$ cat config.mk
export PLATFORM = sky130hd
export DESIGN_NAME = counter_slice_arbiter
export DESIGN_NICKNAME = d
export VERILOG_FILES = /design/src/rtl/counter_slice_arbiter.sv
export SDC_FILE = /design/constraint.sdc
export NUM_CORES = 1
export LEC_CHECK = 0
export ABC_AREA = 1
export ABC_CLOCK_PERIOD_IN_PS = 2200
export CORE_MARGIN = 4
export CORE_UTILIZATION = 56
export CTS_BUF_LIST = sky130_fd_sc_hd__clkbuf_8
export CTS_CLUSTER_DIAMETER = 60
export DETAILED_ROUTE_END_ITERATION = 7
export GPL_TIMING_DRIVEN = 0
export PLACE_DENSITY_LB_ADDON = 0.3
export SYNTH_ARGS = -nofsm -noshare
export SYNTH_HDL_FRONTEND = slang
export SYNTH_SLANG_ARGS = --single-unit
$ cat constraint.sdc
create_clock -name i_clk -period 2.2 [get_ports i_clk]
set_clock_uncertainty 0.1 [all_clocks]
set_input_delay 0.33 -clock i_clk [delete_from_list [all_inputs] [get_ports i_clk]]
set_output_delay 0.33 -clock i_clk [all_outputs]
set_load 0.02 [all_outputs]
$ cat src/rtl/counter_slice_arbiter.sv
// Time-slice round-robin arbiter: owner keeps the resource until release or SLICE cycles, then hands off with no bubble.
// Latency 1 cycle req->grant, all outputs registered; no backpressure, requesters hold req level-high while waiting.
module counter_slice_arbiter #(
    parameter int N     = 4,
    parameter int SLICE = 16,
    parameter int IDW   = (N > 1) ? $clog2(N) : 1,
    parameter int SW    = (SLICE > 1) ? $clog2(SLICE) : 1
) (
    input  logic           i_clk,
    input  logic           i_rst,
    input  logic [N-1:0]   i_req,
    output logic [N-1:0]   o_grant,
    output logic [IDW-1:0] o_grant_id,
    output logic           o_busy,
    output logic [SW-1:0]  o_slice_left,
    output logic           o_expire
);

    localparam logic [0:0] ST_IDLE  = 1'b0;
    localparam logic [0:0] ST_GRANT = 1'b1;

    localparam logic [SW-1:0]  COUNT_LAST = SW'(SLICE - 1);
    localparam logic [IDW-1:0] OWNER_LAST = IDW'(N - 1);

    logic [0:0]     r_state;
    logic [IDW-1:0] r_ptr;
    logic [IDW-1:0] r_owner;
    logic [SW-1:0]  r_count;

    logic [N-1:0]   r_grant;
    logic [IDW-1:0] r_grant_id;
    logic           r_busy;
    logic [SW-1:0]  r_slice_left;
    logic           r_expire;

    logic [0:0]     w_state_nxt;
    logic [IDW-1:0] w_ptr_nxt;
    logic [IDW-1:0] w_owner_nxt;
    logic [SW-1:0]  w_count_nxt;
    logic           w_expire_nxt;
    logic [N-1:0]   w_grant_nxt;

    logic [N-1:0]   w_owner_oh;
    logic [N-1:0]   w_others;
    logic           w_owner_req;
    logic [IDW-1:0] w_ptr_inc;
    logic [IDW-1:0] w_pick_idle;
    logic [IDW-1:0] w_pick_rel;
    logic [IDW-1:0] w_pick_exp;

    // First set bit of cand, scanning start, start+1, ... modulo N.
    function automatic logic [IDW-1:0] f_pick(input logic [N-1:0] cand, input logic [IDW-1:0] start);
        logic [IDW-1:0] sel;
        logic [IDW-1:0] idx;
        logic           found;
        sel   = '0;
        found = 1'b0;
        for (int i = 0; i < N; i++) begin
            idx = IDW'((int'(start) + i) % N);
            if (!found && cand[idx]) begin
                found = 1'b1;
                sel   = idx;
            end
        end
        return sel;
    endfunction

    always_comb begin
        w_owner_oh = '0;
        for (int i = 0; i < N; i++) begin
            w_owner_oh[i] = (r_owner == IDW'(i));
        end
    end

    assign w_others    = i_req & ~w_owner_oh;
    assign w_owner_req = |(i_req & w_owner_oh);
    assign w_ptr_inc   = (r_owner == OWNER_LAST) ? '0 : r_owner + 1'b1;
    assign w_pick_idle = f_pick(i_req, r_ptr);
    assign w_pick_rel  = f_pick(i_req, w_ptr_inc);
    assign w_pick_exp  = f_pick(w_others, w_ptr_inc);

    always_comb begin
        w_state_nxt  = r_state;
        w_ptr_nxt    = r_ptr;
        w_owner_nxt  = r_owner;
        w_count_nxt  = r_count;
        w_expire_nxt = 1'b0;
        case (r_state)
            ST_IDLE: begin
                if (|i_req) begin
                    w_state_nxt = ST_GRANT;
                    w_owner_nxt = w_pick_idle;
                    w_count_nxt = '0;
                end
            end
            default: begin
                // Release is checked first so it beats a simultaneous timeout.
                if (!w_owner_req) begin
                    w_ptr_nxt   = w_ptr_inc;
                    w_count_nxt = '0;
                    if (|i_req) begin
                        w_owner_nxt = w_pick_rel;
                    end else begin
                        w_state_nxt = ST_IDLE;
                        w_owner_nxt = '0;
                    end
                end else if (r_count == COUNT_LAST) begin
                    w_expire_nxt = 1'b1;
                    w_ptr_nxt    = w_ptr_inc;
                    w_count_nxt  = '0;
                    if (|w_others) begin
                        w_owner_nxt = w_pick_exp;
                    end
                end else begin
                    w_count_nxt = r_count + 1'b1;
                end
            end
        endcase
    end

    always_comb begin
        w_grant_nxt = '0;
        for (int i = 0; i < N; i++) begin
            w_grant_nxt[i] = (w_state_nxt == ST_GRANT) && (w_owner_nxt == IDW'(i));
        end
    end

    always_ff @(posedge i_clk) begin
        if (i_rst) begin
            r_state      <= ST_IDLE;
            r_ptr        <= '0;
            r_owner      <= '0;
            r_count      <= '0;
            r_grant      <= '0;
            r_grant_id   <= '0;
            r_busy       <= 1'b0;
            r_slice_left <= '0;
            r_expire     <= 1'b0;
        end else begin
            r_state      <= w_state_nxt;
            r_ptr        <= w_ptr_nxt;
            r_owner      <= w_owner_nxt;
            r_count      <= w_count_nxt;
            r_grant      <= w_grant_nxt;
            r_grant_id   <= (w_state_nxt == ST_GRANT) ? w_owner_nxt : '0;
            r_busy       <= (w_state_nxt == ST_GRANT);
            r_slice_left <= (w_state_nxt == ST_GRANT) ? COUNT_LAST - w_count_nxt : '0;
            r_expire     <= w_expire_nxt;
        end
    end

    assign o_grant      = r_grant;
    assign o_grant_id   = r_grant_id;
    assign o_busy       = r_busy;
    assign o_slice_left = r_slice_left;
    assign o_expire     = r_expire;

endmodule

==> results of run 1 <==
[flip-flops by register name, summed over array words and instances (netlist names)]
signal        flops
o_grant           4
o_slice_left      4
r_count           4
o_grant_id        2
r_owner           2
r_ptr             2
o_busy            1
o_expire          1
[worst paths after layout]
path                         start                          to
min reg2reg  r_count[1]$_SDFF_PP0_  o_slice_left[1]$_SDFF_PP0_
max reg2reg  r_owner[1]$_SDFF_PP0_       r_owner[0]$_SDFF_PP0_
min                          i_rst       r_owner[1]$_SDFF_PP0_
max          r_owner[1]$_SDFF_PP0_       r_owner[0]$_SDFF_PP0_
[logic make-up (layout without fill, tap and decap cells)]
logic type	count (synthesis)	count (layout)	synth area share [%]
AOI/OAI and AO/OA	27	27	9.27
adders and majority gates	5	5	4.03
xor gates and xnor gates	4	4	2.26
DFF	20	20	25.8
and+or+nand+nor	166	166	46.0
buffers and inverters	43	63	12.6
[per-stage QoR]
stage	instances	TNS (ns)	util (%)	power [mW]	hold slack (ns)
after floorplan	265	0	-	1.84	0.401
after global placement	311	-0.621	68.1	2.22	0.417
after detailed placement	311	-0.785	68.1	2.26	0.422
after CTS	315	0	71.5	2.66	0.153
after global routing	315	0	72.6	2.99	0.152
final	315	0	72.6	2.75	0.149
[metal layers]
metal  track usage [%]  part of all wire, %  vias up
li1                  -                    -      880
met1              28.1                   48      747
met2              37.3                   47       46
met3              4.68                  4.6        2
met4              3.41                0.080        0
met5                 0                    0        -
[where the power goes]
| part | internal [mW] | total [mW] | switching, mW |
|---|---|---|---|
| logic | 0.660 | 1.88 | 1.21 |
| registers | 0.454 | 0.510 | 0.0561 |
| clock network | 0.243 | 0.361 | 0.118 |
[layout make-up]
class,instances,area [um^2]
Clock buffer,3,41.3
Sequential cell,20,405
Inverter,39,154
Buffer,4,48.8
Tap cell,30,37.5
Clock inverter,1,30.0
Multi-Input combinational cell,202,982
Timing Repair Buffer,16,165
Fill cell,213,703
[worst max-delay path: cells and delay by family, from the launching register on]
family / cells / cell delay, ns
flip-flops: 1 / 0.38
AND/OR/NAND/NOR: 12 / 0.92
adder cells (fa/ha/maj): 1 / 0.28
buffers and inverters: 3 / 0.27
[cell usage in the layout, fill, tap and decap left out, drive strengths merged, types with 4 or more instances in the layout]
| cell | netlist | routed |
|---|---|---|
| buf | 4 | 4 |
| clkdlybuf4s50 | 0 | 14 |
| nand4 | 6 | 6 |
| nor2 | 35 | 35 |
| nand3 | 22 | 22 |
| nand2 | 99 | 99 |
| ha | 5 | 5 |
| o21ai | 14 | 14 |
| inv | 38 | 38 |
| dfxtp | 20 | 20 |
| a21oi | 8 | 8 |
[repair_timing]
action | CTS | global route
pin swaps | 0 | 1
hold buffers | 0 | 0
setup endpoints to repair | 8 | 8
resized for setup | 4 | 13
buffers inserted | 0 | 0
==> qor.csv, run 1 <==
stage,metric,value,unit
status,status,finished clean,
worst_setup_path,critical path data arrival time,2.11,ns
clocking,Worst-path clk slew,0.07,ns
sta,Slew Limit Fails,0,
yosys,Syn Inst Count,265,
power_and_ir_drop,Pwr per Cell Area,1470,nW/um^2
yosys,most common cell in the netlist,nand2_1,
power_and_ir_drop,Max VDD drop,1030,uV
yosys,main flop type after synthesis,dfxtp_1,
worst_setup_path,largest stage delay on the critical path,0.38,ns
placed_design,Placement Setup Slack,-0.137,ns
die,# IOs,18,
sta,unrepaired setup endpoints after global routing,no,
yosys,Synthesized Nets,276,
worst_hold_path,hold crit path type,in -> reg,
detailed_routing,final WL,3760,um
yosys,top post-synthesis cells by count,"nand2_1 (96), inv_1 (35), nor2_1 (28), nand3_1 (22), dfxtp_1 (20)",
worst_setup_path,Worst setup SP type,register,
worst_setup_path,crit end category,register,
worst_setup_path,slowest CP cell,dfxtp_2,
placed_design,hpwl dp,2890,um
detailed_routing,initial drt markers,85,
sta,Worst Tran Pin Value,0.344,ns
grt,global-route wire length before repair,6150,um
sta,relative slew slack,76.9,%
sta,Setup WS post-layout,0.147,ns
clocking,latest clock arrival within the worst-skew pair,0.26,ns
yosys,Synth area leaders,"dfxtp_1 (26%), nand2_1 (23%), inv_1 (8.5%)",
placed_design,RD Place Congestion,0.904,
sta,setup violators final,0,
clocking,clk sinks,20,
yosys,"flops & latches, synth",20,
sta,Tcrit/Tclk final,93.3,%
yosys,"Seq/Total Area, Yosys",25.8,%
worst_hold_path,hold path cells,2,
worst_setup_path,peak fanout along the critical path,10,
die,overall die width,60.6,um
clocking,H-tree depth,1,
worst_setup_path,"critical path, cell by cell",inv_2 -> ha_4 -> inv_6 -> nand2_2 -> nand2_4 -> nand2_1 -> nand3_1 -> nand2_1 -> nand2_1 -> nand2_1 -> nand2_1 -> nand2_1 -> nor2_2 -> nand2_1 -> inv_1 -> nor2_1,
sta,Max Fclk,0.487,GHz
placed_design,port bufs,16,
yosys,"EDFF count, synth",0,
worst_setup_path,most frequent CP cell,nand2_1,
clocking,maximum buffer depth of the clock tree,2,
worst_setup_path,worst r2r path cells,16,
yosys,Netlist cell types,26,
finish,Area Overhead vs Synth,20.2,%
finish,share of post-route cells with drive strength above 1,10.5,%
finish,fin area,1860,um^2
clocking,CTS buffer count,3,
yosys,"Warnings, synthesis",0,
die,Core Region,2570,um^2
die,die height,60.6,um
yosys,syn_area_per_cell,5.85,um^2
sta,clock period minus worst slack,2.05,ns
grt,vias in the first global route,1490,
detailed_routing,iteration count of the initial detailed-routing pass,5,
die,row count,18,
run,max capacitance violation total,0,
grt,largest net degree at the start of global routing,13,
worst_setup_path,Critical Path RT,2.25,ns
sta,Final Hold Fails,0,
yosys,fraction of registers with async set/reset,0,%
detailed_routing,Post-route DRC,0,
grt,initial antenna violation count,0,
worst_setup_path,R2R setup slack,0.15,ns
finish,n_diodes,0,
power_and_ir_drop,LEAKAGE,0.956,nW
detailed_routing,WL/cell,11.9,um
finish,Final #Nets,297,
yosys,Synth area leader,dfxtp_1,
die,die area,3680,um^2
worst_setup_path,Critical Setup Path Class,reg -> reg,
placed_design,placed instance area,1750,um^2
clocking,CTS tree,built,
yosys,Synth Cell Area,1550,um^2
detailed_routing,detailed-route via count,1675,
detailed_routing,vias per cell,5.32,
grt,aggregate global routing overflow,0,
die,initial core utilization,60.4,%
grt,GRT Resource Usage Total,21.6,%
yosys,Synth top area share,25.8,%
clocking,clock root buffer,clkbuf_8,
detailed_routing,Routed Antenna Nets,0,
Note: power is estimated with default switching activity, not from simulation.
==> run 2, diff against run 1 <==
--- a/config.mk
+++ b/config.mk
@@ -14,6 +14,8 @@
 export DETAILED_ROUTE_END_ITERATION = 7
 export GPL_TIMING_DRIVEN = 0
 export PLACE_DENSITY_LB_ADDON = 0.3
+export SLEW_MARGIN = 20
 export SYNTH_ARGS = -nofsm -noshare
 export SYNTH_HDL_FRONTEND = slang
 export SYNTH_SLANG_ARGS = --single-unit
+export TNS_END_PERCENT = 1
==> results of run 2 <==
Final layout, timing and power as in run 1 (identical DEF).
==> run 3, diff against run 2 <==
--- a/config.mk
+++ b/config.mk
@@ -14,7 +14,7 @@
 export DETAILED_ROUTE_END_ITERATION = 7
 export GPL_TIMING_DRIVEN = 0
 export PLACE_DENSITY_LB_ADDON = 0.3
-export SLEW_MARGIN = 20
+export SLEW_MARGIN = 30
 export SYNTH_ARGS = -nofsm -noshare
 export SYNTH_HDL_FRONTEND = slang
 export SYNTH_SLANG_ARGS = --single-unit
==> results of run 3 <==
Final layout, timing and power as in run 1 (identical DEF).
==> variant: new RTL, config.mk and constraints of run 1 <==
Set the parameter `SLICE` to 32 (it was 16).
--- a/src/rtl/counter_slice_arbiter.sv
+++ b/src/rtl/counter_slice_arbiter.sv
@@ -3,5 +3,5 @@
 module counter_slice_arbiter #(
     parameter int N     = 4,
-    parameter int SLICE = 16,
+    parameter int SLICE = 32,
     parameter int IDW   = (N > 1) ? $clog2(N) : 1,
     parameter int SW    = (SLICE > 1) ? $clog2(SLICE) : 1
Ports: changed (resized o_slice_left); port bits go from 18 to 19. The function was not compared with the original's and may differ.
==> variant against run 1 <==
- die area increased by 0.41%
- non-clock buffer count increased by 3
- cell area increased by 3.8%
- worst setup slack got worse by 0.026 ns
- sequential cell count increased by 2
- count of clock-buffer cells in the layout unchanged
- wire length increased by 1.3%
- utilization increased by 2.7 points
- power decreased by 4.2%
- clock power increased by 2%
- synthesized area increased by 0.48%
- critical path type unchanged
- largest power group unchanged
- highest routed layer unchanged
==> variant: results (changes against run 1) <==
| Metric | Value |
|---|---|
| First-pass GRT wire length | 6182 um (+0.45%) |
| VDD IR max | 1108 uV (+7.7%) |
| Worst min path class | reg -> reg |
| Hold Startpoint | r_count[2] |
| Critical Path AT | 2.14 ns (+0.03 ns) |
| Ys flop type | dfxtp_1 |
| Post-detail-place hpwl | 2808 um (-2.9%) |
| Pre-Repair DR Iteration Count | 4 (-1) |
| Ys async rst share | 0 (unchanged) |
| Worst slew pin tran | 0.4911 ns (+0.1474 ns) |
| Initial DRC Count | 100 (+18%) |
| Initial antenna violation count | 0 (unchanged) |
| Placed inst area | 1777 um^2 (+1.6%) |
| H-Tree Depth | 1 (unchanged) |
| TritonCTS Buffers | 3 (unchanged) |
| Synth Warn # | 0 (unchanged) |
| Synth area leaders | dfxtp_1 28%, nand2_1 25%, inv_1 8.9% |
| Synth cell types | 25 (-3.8%) |
| Sequential-to-total area share from yosys stat | 0.2825 (+0.02444) |
| Post-synth EDFFs | 0 (unchanged) |
| Share of cells above drive strength 1 | 0.1259 (+0.02059) |
| Largest net degree at the start of global routing | 14 (+1) |
| WL final | 3810 um (+1.3%) |
| CTS Buffer Depth | 2 (unchanged) |
| Clock latency on the worst-skew pair | 0.26 ns (about the same) |
| Crit-path max FO | 7 (-3) |
| Total track usage | 0.2160 (+0.0002476) |
| Number of port buffers | 18 (+2) |
| N_diodes | 0 (unchanged) |
| Status | finished clean |
| Clock root buffer | clkbuf_8 |
| Vias per cell | 5.324 (+0.12%) |
| Clock transition at the registers of the reported paths | 0.08 ns |
| Syn nets | 282 (+2.2%) |
| Number of global-route vias before repair | 1,461 (-1.9%) |
| Crit. Startpoint | r_owner[0] |
| Dpl ws | -0.1282 ns (+0.008624 ns) |
| Commonest cells in the netlist | 104 x nand2_1, 37 x inv_1, 32 x nor2_1, 22 x dfxtp_1, 20 x nand3_1 |
| Gp weighted congestion | 0.9027 (-0.15%) |
| Leak | 0.9867 nW (+3.2%) |
| Final nets | 307 (+3.4%) |
## variant: changes by cell type after synthesis, moves of 3 or more
cell,change
o21ai_0,-6
a21oi_1,-3
nor2_1,+4
nor2_2,-5
nand2_2,+5
nand2_1,+8
## variant: logic make-up (layout without fill, tap and decap cells)
| family | after synthesis | count (layout) | synth area share |
|---|---|---|---|
| and+or+nand+nor | 173 | 173 | 0.4647 |
| buffers and inverters | 45 | 69 | 0.1156 |
| AOI/OAI and AO/OA | 23 | 23 | 0.08346 |
| DFF | 22 | 22 | 0.2825 |
| adders and majority gates | 6 | 6 | 0.04815 |
| xor gates and xnor gates | 1 | 1 | 0.005619 |
## variant: per-layer routing
layer | GRT usage | wire [um] | vias up
li1 | - | - | 893
met4 | 0.02167 | 40 | 0
met3 | 0.05319 | 254 | 4
met2 | 0.3542 | 1816 | 54
met5 | 0 | 0 | -
met1 | 0.2982 | 1699 | 774
## variant: per-stage QoR
stage	util	instances
finish	0.7534	324
global route	0.7534	324
CTS	0.7217	322
detailed placement	0.6920	318
global placement	0.6920	318
floorplan	-	270
## variant: critical path: stages (launching register included)
cell and delay, ns:
dfxtp_4 0.38, inv_4 0.11, ha_4 0.23, inv_4 0.09, o21ai_2 0.06, nand2_2 0.16, nand2_2 0.08, nand2_2 0.11
nand2_1 0.12, o21ai_1 0.16, inv_1 0.06, nand2_1 0.06, nand3_2 0.11, nand2_2 0.10, nor2_1 0.05
## variant: area by class of cell
type                            instances  area (um^2)
Timing Repair Buffer                   20        197.7
Clock inverter                          1        30.03
Tap cell                               30        37.54
Fill cell                             205        633.1
Buffer                                  3        22.52
Clock buffer                            3        41.29
Sequential cell                        22        449.2
Inverter                               42        162.7
Multi-Input combinational cell        203        993.5
## variant: repair_timing
action                     in CTS  in global routing
setup endpoints to repair       8                  8
buffers inserted                0                  2
hold buffers                    0                  0
pin swaps                       0                 10
resized for setup               3                 19
## variant: final timing paths
path	to	slack, ns	cells after the start
max	o_grant[3]	0.12	14
min	r_count[2]	0.46	2
max reg2reg	o_grant[3]	0.12	14
min reg2reg	r_count[2]	0.46	2
## variant: report_power, final
| group | internal, W | leakage (nW) | switching [W] | total, W |
|---|---|---|---|---|
| sequential | 0.000496 | 0.183 | 0.0000612 | 0.000557 |
| clock | 0.000243 | 0.0357 | 0.000127 | 0.000370 |
| combinational | 0.000611 | 0.768 | 0.00109 | 0.00170 |
